### config.mk
export PLATFORM = sky130hd
export DESIGN_NAME = hamming_mem_engine
export DESIGN_NICKNAME = d
export VERILOG_FILES = /design/src/rtl/hamming_pkg.sv /design/src/rtl/hamming_codec.sv /design/src/rtl/hamming_mem_engine.sv
export SDC_FILE = /design/constraint.sdc
export NUM_CORES = 1
export LEC_CHECK = 0
export CORE_ASPECT_RATIO = 1.2
export CORE_MARGIN = 4
export CORE_UTILIZATION = 61
export CTS_CLUSTER_SIZE = 40
export DETAILED_ROUTE_END_ITERATION = 10
export HOLD_SLACK_MARGIN = 0.1
export PLACE_DENSITY = 0.82
export SYNTH_ARGS = -nofsm -noshare
export SYNTH_HDL_FRONTEND = slang
export SYNTH_SLANG_ARGS = --single-unit
### constraint.sdc
create_clock -name clk -period 4.8 [get_ports clk]
set_clock_uncertainty 0.1 [all_clocks]
set_input_delay 0.72 -clock clk [delete_from_list [all_inputs] [get_ports clk]]
set_output_delay 0.72 -clock clk [all_outputs]
set_load 0.01 [all_outputs]
### src/rtl/hamming_pkg.sv
// hamming_pkg: shared FSM state, correction flags and SECDED helper functions
// for the memory-walking Hamming engine.
package hamming_pkg;

    typedef enum logic [2:0] {IDLE, RD_LO, RD_HI, CALC, WR_LO, WR_HI, DONE} state_t;

    localparam logic [1:0] F_OK  = 2'b00;
    localparam logic [1:0] F_SGL = 2'b01;
    localparam logic [1:0] F_DBL = 2'b10;

    // Codeword bit k holds Hamming position k; bit 0 carries the overall parity p16.
    function automatic logic [15:0] ham_encode(input logic [11:1] d);
        logic p8, p4, p2, p1;
        p8 = ^d[11:5];
        p4 = (^d[11:8]) ^ (^d[4:2]);
        p2 = d[11] ^ d[10] ^ d[7] ^ d[6] ^ d[4] ^ d[3] ^ d[1];
        p1 = d[11] ^ d[9] ^ d[7] ^ d[5] ^ d[4] ^ d[2] ^ d[1];
        return {d[11:5], p8, d[4:2], p4, d[1], p2, p1, (^d) ^ p8 ^ p4 ^ p2 ^ p1};
    endfunction

    function automatic logic [3:0] ham_syndrome(input logic [15:0] cw);
        logic [3:0] s;
        s = '0;
        for (int k = 1; k < 16; k++)
            if (cw[k]) s ^= 4'(k);
        return s;
    endfunction

endpackage

### src/rtl/hamming_codec.sv
// hamming_codec: combinational SECDED encode (mode 0) or decode/correct (mode 1)
// of one 16-bit word assembled from two memory bytes.
module hamming_codec
    import hamming_pkg::*;
(
    input  logic        i_mode,
    input  logic [15:0] i_cw,
    output logic [15:0] o_res
);

    logic [3:0]  w_s;
    logic        w_p;
    logic [15:0] w_fix;
    logic [1:0]  w_f;

    assign w_s = ham_syndrome(i_cw);
    assign w_p = ^i_cw;
    // Position 0 is masked so a syndrome of zero (p16 error) leaves the data alone.
    assign w_fix = i_cw ^ (w_p ? ((16'd1 << w_s) & 16'hFFFE) : 16'd0);
    assign w_f = w_p ? F_SGL : (w_s != 4'd0 ? F_DBL : F_OK);
    assign o_res = i_mode ? {w_f, 3'b000, w_fix[15:9], w_fix[7:5], w_fix[3]}
                          : ham_encode(i_cw[10:0]);

endmodule

### src/rtl/hamming_mem_engine.sv
// hamming_mem_engine: on a req edge walks NWORDS words through data memory,
// encoding or decoding each and writing the 16-bit results back, then pulses ack.
module hamming_mem_engine
    import hamming_pkg::*;
#(
    parameter int AW      = 8,
    parameter int NWORDS  = 15,
    parameter int ENC_SRC = 0,
    parameter int ENC_DST = 30,
    parameter int DEC_SRC = 64,
    parameter int DEC_DST = 94
) (
    input  logic          clk,
    input  logic          reset,
    input  logic          req,
    input  logic          mode,
    output logic          ack,
    output logic [AW-1:0] dm_addr,
    input  logic [7:0]    dm_rd_data,
    output logic          dm_wr_en,
    output logic [7:0]    dm_wr_data
);

    state_t        r_state, w_next;
    logic          r_req_q, r_mode;
    logic [AW-1:0] r_i, r_addr;
    logic [7:0]    r_lo, r_hi;
    logic [15:0]   r_res, w_res;
    logic [AW-1:0] w_src, w_dst, w_off;

    assign w_src = r_mode ? AW'(DEC_SRC) : AW'(ENC_SRC);
    assign w_dst = r_mode ? AW'(DEC_DST) : AW'(ENC_DST);
    assign w_off = r_i << 1;

    hamming_codec u_codec (
        .i_mode (r_mode),
        .i_cw   ({r_hi, r_lo}),
        .o_res  (w_res)
    );

    // The address is re-driven from r_addr in non-access states so it holds its last value.
    always_comb begin
        w_next     = r_state;
        ack        = 1'b0;
        dm_wr_en   = 1'b0;
        dm_wr_data = '0;
        dm_addr    = r_addr;
        case (r_state)
            IDLE:  w_next = (req && !r_req_q) ? RD_LO : IDLE;
            RD_LO: begin
                dm_addr = w_src + w_off;
                w_next  = RD_HI;
            end
            RD_HI: begin
                dm_addr = w_src + w_off + AW'(1);
                w_next  = CALC;
            end
            CALC:  w_next = WR_LO;
            WR_LO: begin
                dm_addr    = w_dst + w_off;
                dm_wr_en   = 1'b1;
                dm_wr_data = r_res[7:0];
                w_next     = WR_HI;
            end
            WR_HI: begin
                dm_addr    = w_dst + w_off + AW'(1);
                dm_wr_en   = 1'b1;
                dm_wr_data = r_res[15:8];
                w_next     = (r_i == AW'(NWORDS - 1)) ? DONE : RD_LO;
            end
            DONE: begin
                ack    = 1'b1;
                w_next = IDLE;
            end
            default: w_next = IDLE;
        endcase
    end

    always_ff @(posedge clk) begin
        if (reset) begin
            r_state <= IDLE;
            r_req_q <= 1'b0;
            r_mode  <= 1'b0;
            r_i     <= '0;
            r_addr  <= '0;
            r_lo    <= '0;
            r_hi    <= '0;
            r_res   <= '0;
        end else begin
            r_state <= w_next;
            r_req_q <= req;
            r_addr  <= dm_addr;
            if (r_state == IDLE && w_next == RD_LO) begin
                r_mode <= mode;
                r_i    <= '0;
            end
            if (r_state == RD_LO) r_lo <= dm_rd_data;
            if (r_state == RD_HI) r_hi <= dm_rd_data;
            if (r_state == CALC) r_res <= w_res;
            if (r_state == WR_HI && w_next == RD_LO) r_i <= r_i + AW'(1);
        end
    end

endmodule

==> out/qor.yml, run 1 <==
grt-busiest-layer: "met2"
r2r_slack_ns: 1.87
hp-start: "r_res[7]"
slowest_delay_ns: 0.86
fp.dieW_um: 77.15
synth_edf_count: 0
cts_hold_buf: 0
fmax_ghz: 0.2691
dp.final_hpwl_um: 6486
nets: 431
relSlewSlack: 0.3130
cp.depth: 6
cts_tree: "done"
diodes: 0
grt_pass1_vias: 2964
reg2reg_from: "r_state[0]"
core_um2: 5443
drcViolationCount: 0
min_to: "r_res[7]"
pin_count: 30
die_area_um2: 7018
rsz0062_at_grt: "false"
fin_crit_sh: 0.7741
cp_max_fo: 18
antenna_found_initial: 0
layout_min_cycle_time_ns: 3.716
status: "completed"
clock_sinks: 53
synth_cell_type_count: 64
crit_buf_inv: 1
critical_path_arrival_ns: 2.90
power.leakage_nw: 1.318
cts-htree-levels: 2
ys_async_sr_fraction: 0
setup_slack_ns: 1.084
syn_nets: 427
grt_pass1_wl_um: 14480
met2_usage: 0.4625
grt_start_max_net_pins: 45
use_met1: 0.2894
slew_violations: 0
portBuffers: 29
syn_area_per_cell_um2: 8.515
initial_utilization: 0.6430
clock-root-buffer: "clkbuf_8"
area_growth_pct: 9.188
vias_per_cell: 6.377
fin_setup_tns_ns: 0
rows: 29
dr.first_iter.drc_count: 132
finalWeightedCongestion: 0.9525
hold_viol_final: 0
r2r_end: "r_res[4]"
critical_path.cell_chain: "xnor2_1, or2_2, and2_1, o22a_1, o21ai_1, clkdlybuf4s50_1"
ys_seq_area_frac: 0.3032
cp-start-kind: "flip-flop"
clk-insertion-delay-late_ns: 0.31
maxCapViolCount: 0
synth_area_um2: 3500
dpl_worst_slack_ns: 1.474
ys_ff_latch: 53
ir_worst_vdd_v: 0.0002618
r2r_cells: 6
yosys_warnings: 0
syn_inst: 411
yosys_most_used_dff: "dfxtp_1"
wl_per_cell_um: 18.05
die_y_um: 90.97
critPathKind: "reg2out"
grt.overflow.total: 0
endpoint_kind: "output port"
powerDensity_nw_per_um2: 387.8
finalSetupViolCount: 0
tightestPinTransition_ns: 1.028
cp.required_ns: 3.98
grtUsageTotal: 0.2526
clockBufferDepth: 2
wl_um: 8627
crit_slowest_cell: "dfxtp_1"
hold_depth: 2
met3_usage: 0.03267
antenna_left: 0
crit_family: "flip-flops"
cts.clk_slew.worst_paths_ns: 0.10
dr.pass1.iters: 5
postCtsSetupBuffers: 0
drive_gt1_frac: 0.07212
cts_resized: 0
hold_class: "reg2reg"
numCtsBuffers: 5
via_count: 3048
## worst reg2reg max path, delay by kind of cell, from the launching register on
| kind | cells | cell delay (ns) |
|---|---|---|
| AO/OA/AOI/OAI | 3 | 0.70 |
| flip-flops | 1 | 0.86 |
| AND/OR/NAND/NOR | 3 | 1.18 |
## layer usage
| metal | up-vias | part of all wire | wire length (µm) |
|---|---|---|---|
| li1 | 1470 | - | - |
| met1 | 1442 | 0.38 | 3313 |
| met2 | 104 | 0.53 | 4568 |
| met3 | 32 | 0.044 | 383 |
| met5 | - | 0 | 0 |
| met4 | 0 | 0.042 | 361 |
## registers in the layout, indices dropped and copies added (netlist names)
signal   flops
r_res       16
r_addr       8
r_hi         8
r_i          8
r_lo         8
r_state      3
r_mode       1
r_req_q      1
## power breakdown
| part | internal (W) | switching [W] |
|---|---|---|
| Sequential | 0.000471 | 0.0000717 |
| Clock | 0.000119 | 0.000152 |
| Combinational | 0.000301 | 0.000366 |
## cells in the mapped netlist (7+ instances only)
cell type	n	share of area
a32oi_1	7	0.018
nor2_1	52	0.056
mux2i_1	30	0.086
nor2b_1	9	0.016
nand3_1	13	0.019
dfxtp_1	53	0.30
o21ai_0	18	0.026
clkbuf_1	20	0.021
o22ai_1	7	0.013
a21oi_1	19	0.027
xnor2_1	17	0.043
xor2_1	17	0.043
nand2_1	25	0.027
buf_2	8	0.011
## cells in the final DEF (no fill, tap or decap), types with 3 or more instances in the layout
master	synthesis	routed
a32oi_1	7	7
mux2i_1	30	30
dfxtp_1	53	53
a31oi_1	6	6
nor3_1	6	6
inv_1	5	5
xnor2_1	17	17
nor2_1	52	52
nor2b_1	9	9
o21ai_1	5	5
nand4_1	6	6
o21ai_0	18	18
ha_1	4	4
nand2b_1	4	4
or3_1	3	3
clkbuf_8	0	6
xor2_1	17	17
a211oi_1	5	5
and2_1	4	4
clkdlybuf4s50_1	0	29
nand3_1	13	13
xor2_2	3	3
a21oi_1	19	19
and3_1	4	4
xnor2_2	6	6
nor4_1	5	5
o22ai_1	7	7
nand2_1	25	25
nand3b_1	3	3
## worst max path at each step
stage                from    endpoint
6_report       r_state[0]  dm_addr[7]
5_1_grt        r_state[0]  dm_addr[7]
4_1_cts        r_state[0]  dm_addr[7]
3_5_place_dp   r_state[0]  dm_addr[7]
3_3_place_gp   r_state[0]  dm_addr[7]
2_1_floorplan      r_i[0]  dm_addr[7]
## area by class of cell
type	count	area [µm²]
Multi-Input combinational cell	319	2263
Fill cell	459	1622
Sequential cell	53	1061
Timing Repair Buffer	30	297.8
Clock buffer	6	82.58
Tap cell	62	77.57
Inverter	6	22.52
Clock inverter	2	16.27
## cell families after synthesis
group / Yosys count / synth area share
AOI/OAI and AO/OA: 90 / 0.1688
xor gates and xnor gates: 49 / 0.1691
adders and majority gates: 4 / 0.01430
buffers and inverters: 39 / 0.05005
DFF: 53 / 0.3032
muxes: 30 / 0.08581
and+or+nand+nor: 146 / 0.2088
## metrics by stage
step	utilization	power (W)	std cells	hold slack, ns	instance area [µm²]
floorplan	-	0.001065	411	0.3244	3500
global placement	0.6839	0.001195	470	0.3395	3722
detailed placement	0.6839	0.001206	470	0.3586	3722
CTS	0.7021	0.001477	478	0.3674	3821
global route	0.7021	0.001561	478	0.3972	3821
finish	0.7021	0.001482	478	0.3686	3821
No activity file was read; power rests on OpenSTA's default activity.
==> run 2, diff against run 1 <==
CORE_UTILIZATION = 53   (was 61)
PLACE_DENSITY = 0.76   (was 0.82)
clock period = 3.4 ns   (was 4.8 ns; I/O delays follow)
==> out/qor.yml, run 2 (synthesis gave the netlist of run 1 again) <==
grt.overflow.total: 0
r2r_end: "r_res[0]"
r2r_slack_ns: 0.85
clockBufferDepth: 2
layout_commonest_cell: "dfxtp_1"
cp-start-kind: "flip-flop"
top_register: "r_res"
fp.dieW_um: 82.18
cts_tree: "done"
area_growth_pct: 12.23
antenna_left: 0
core_um2: 6406
cts_hold_buf: 0
cp.required_ns: 2.79
reg2reg_from: "r_hi[2]"
regArea_um2: 1061
relSlewSlack: 0.4645
wl_um: 8403
clk-insertion-delay-late_ns: 0.31
drcViolationCount: 0
via_count: 3003
timing.hold.ws_ns: 0.3581
finalSetupViolCount: 0
dr.pass1.iters: 4
ir_worst_vdd_v: 0.0003864
dp.cells: 501
stdcell_count: 509
numCtsBuffers: 5
cts-htree-levels: 2
crit_slowest_cell: "clkdlybuf4s50_1"
nets: 439
cts_resized: 0
largest_reg_flops: 16
fin_setup_tns_ns: 0
hold_class: "reg2reg"
initial_utilization: 0.5463
hold_depth: 2
slew_violations: 0
pin_count: 30
fin_crit_sh: 0.9221
status: "completed"
antenna_found_initial: 0
diodes: 0
crit_start: "r_state[1]"
multi_input_area_um2: 2263
critical_path_arrival_ns: 2.53
rows: 32
critPathKind: "reg2out"
clock_sinks: 53
final_cell_mix: "dfxtp_1 (53), nor2_1 (52), mux2i_1 (30), clkdlybuf4s50_1 (29), nand2_1 (25)"
hp-start: "r_res[15]"
wl_per_cell_um: 16.51
portBuffers: 29
dr.first_iter.drc_count: 134
grtUsageTotal: 0.2227
dpl-instance-area_um2: 3811
fmax_ghz: 0.3190
cp_max_fo: 10
slowest_delay_ns: 0.56
design_area_um2: 3928
finalWeightedCongestion: 1.045
crit_path_end: "dm_addr[7]"
r2r_cells: 6
endpoint_kind: "output port"
die_area_um2: 7973
layout_min_cycle_time_ns: 3.135
critical_path.cell_chain: "xnor2_1, or2_2, and2_1, o22a_1, o21ai_1, clkdlybuf4s50_1"
vias_per_cell: 5.900
drive_gt1_frac: 0.08962
total_power_w: 0.002170
hold_viol_final: 0
powerDensity_nw_per_um2: 552.5
fillers: 565
tightestPinTransition_ns: 0.8004
postCtsSetupBuffers: 0
maxCapViolCount: 0
dp.final_hpwl_um: 6390
grt_pass1_wl_um: 14160
die_y_um: 97.02
rsz0062_at_grt: "false"
power.leakage_nw: 1.370
cts.clk_slew.worst_paths_ns: 0.11
clock-root-buffer: "clkbuf_8"
grt_start_max_net_pins: 45
grt_pass1_vias: 2974
run 2: changes by cell type in the layout (fill, tap and decap cells not counted):
cell,before,now
buf_4,1,9
bufinv_16,0,1
clkbuf_8,6,5
clkinvlp_4,1,0
inv_6,1,2
run 2: worst min path at each step:
stage / slack, ns / end
after floorplan: 0.32 / r_res[4]
after global placement: 0.34 / r_res[14]
after detailed placement: 0.34 / r_res[14]
after CTS: 0.36 / r_res[15]
after global routing: 0.39 / r_res[15]
final: 0.36 / r_res[15]
run 2: layout make-up:
cell class,count,share of cell area
Timing Repair Buffer,38,0.09111
Inverter,6,0.005734
Multi-Input combinational cell,319,0.5763
Clock inverter,3,0.01211
Clock buffer,5,0.01752
Sequential cell,53,0.2702
Tap cell,85,0.02708
run 2: worst max-delay path: cells and delay by family (launching register included):
family | cells | cell delay [ns]
and+or+nand+nor | 2 | 0.59
buffers and inverters | 1 | 0.56
DFF | 1 | 0.53
AOI/OAI and AO/OA | 2 | 0.35
xor gates and xnor gates | 1 | 0.18
run 2: per-stage QoR:
stage,util,setup slack [ns]
final,0.6131,0.2650
after floorplan,-,1.136
after detailed placement,0.5949,0.6204
after global placement,0.5949,0.6682
after global routing,0.6131,0.1437
after CTS,0.6131,0.2580
run 2: routing by layer:
layer  wire length (µm)  track usage  vias up
li1                   -            -     1478
met1               3384       0.2655     1423
met2               4449       0.3870       80
met3                327      0.03724       22
met4                242      0.08312        0
met5                  0            0        -
run 2: report_power, final:
part / switching, W / internal (W) / leakage [nW] / total, W
sequential: 0.0000673 / 0.000665 / 0.429 / 0.000733
clock: 0.000233 / 0.000225 / 0.0591 / 0.000458
combinational: 0.000540 / 0.000440 / 0.881 / 0.000979
==> run 3, diff against run 2 <==
clock period = 2.8 ns   (was 3.4 ns; I/O delays follow)
==> out/qor.yml, run 3 (synthesis gave the netlist of run 1 again) <==
drive_gt1_frac: 0.1181
rsz0062_at_grt: "false"
vias_per_cell: 5.863
antenna_left: 0
antenna_found_initial: 0
largest_reg_flops: 16
nets: 447
wl_um: 8853
via_count: 3031
layout_min_cycle_time_ns: 2.636
grt_pass1_wl_um: 14600
cp-start-kind: "flip-flop"
fp.dieW_um: 82.18
cts.clk_slew.worst_paths_ns: 0.10
met2_usage: 0.4278
grt.overflow.total: 0
wl_per_cell_um: 17.12
die_y_um: 97.02
cts_hold_buf: 0
finalSetupViolCount: 0
maxCapViolCount: 0
tightestPinTransition_ns: 0.8425
crit_start: "r_i[0]"
hold_viol_final: 0
fin_crit_sh: 0.9415
slew_violations: 0
clock_sinks: 53
ir_worst_vdd_v: 0.0004372
fmax_ghz: 0.3793
area_growth_pct: 13.73
clk-insertion-delay-late_ns: 0.33
stdcell_count: 517
cp.required_ns: 2.28
grt_start_max_net_pins: 33
timing.hold.ws_ns: 0.3554
initial_utilization: 0.5463
powerDensity_nw_per_um2: 651.8
cts_tree: "done"
grt-busiest-layer: "met2"
clock-root-buffer: "clkbuf_8"
fin_setup_tns_ns: 0
grt_pass1_vias: 3037
cp_max_fo: 8
top_register: "r_res"
cts-htree-levels: 2
layout_commonest_cell: "nor2_1"
hp-start: "r_res[15]"
dp.final_hpwl_um: 6813
endpoint_kind: "output port"
dpl-instance-area_um2: 3871
diodes: 0
grtUsageTotal: 0.2347
numCtsBuffers: 5
met3_usage: 0.02700
dr.pass1.iters: 4
finalWeightedCongestion: 0.9920
die_area_um2: 7973
power.leakage_nw: 1.452
critical_path_arrival_ns: 2.12
core_um2: 6406
dp.cells: 509
pin_count: 30
relSlewSlack: 0.4362
critPathKind: "reg2out"
clockBufferDepth: 2
drcViolationCount: 0
hold_class: "reg2reg"
final_cell_mix: "nor2_1 (52), dfxtp_1 (51), mux2i_1 (30), nand2_1 (25), clkdlybuf4s50_1 (24)"
design_area_um2: 3980
portBuffers: 29
status: "completed"
dr.first_iter.drc_count: 144
rows: 32
postCtsSetupBuffers: 0
reg2reg_from: "r_hi[5]"
use_met1: 0.2602
## run 3: worst paths after layout
check	slack [ns]	cells past startpoint	endpoint
worst max-delay path	0.16	7	dm_addr[5]
worst min-delay path	0.36	2	r_res[15]
worst max register to register	0.30	6	r_res[0]
worst min register to register	0.36	2	r_res[15]
## run 3: routing by layer
| layer | part of all wire | wire (µm) |
|---|---|---|
| met5 | 0 | 0 |
| met4 | 0.034 | 299 |
| met3 | 0.031 | 277 |
| met2 | 0.54 | 4750 |
| met1 | 0.40 | 3525 |
## run 3: metrics by stage
stage	util	total power [W]	worst slack, ns
2_1_floorplan	-	0.001825	0.5697
3_3_place_gp	0.6043	0.002085	0.2106
3_5_place_dp	0.6043	0.002119	0.1109
5_1_grt	0.6213	0.002727	0.03388
4_1_cts	0.6207	0.002587	0.06491
6_report	0.6213	0.002594	0.1639
## run 3: area by class of cell
type | count | area (µm²)
Clock buffer | 6 | 82.58
Timing Repair Buffer | 46 | 415.4
Clock inverter | 2 | 16.27
Fill cell | 561 | 2426
Sequential cell | 53 | 1064
Tap cell | 85 | 106.4
Multi-Input combinational cell | 319 | 2273
Inverter | 6 | 22.52
## run 3: worst max-delay path, stage by stage, from the launching register on
cell	delay, ns
dfxtp_2	0.38
inv_1	0.10
ha_1	0.19
or3b_2	0.48
o21ai_0	0.18
nand2_1	0.09
nand3_1	0.10
dlygate4sd2_1	0.27
## run 3: power breakdown
part	switching, W	total (W)	leakage [nW]	internal [W]
Sequential	0.0000740	0.000882	0.430	0.000808
Combinational	0.000688	0.00123	0.974	0.000542
Clock	0.000277	0.000482	0.0478	0.000204
Total	0.00104	0.00259	1.45	0.00155
## run 3: what timing repair did
| item | 4_1_cts | 5_1_grt |
|---|---|---|
| endpoints found under the setup margin | 3 | 5 |
| pin swaps | 0 | 0 |
| gates resized for setup | 6 | 5 |
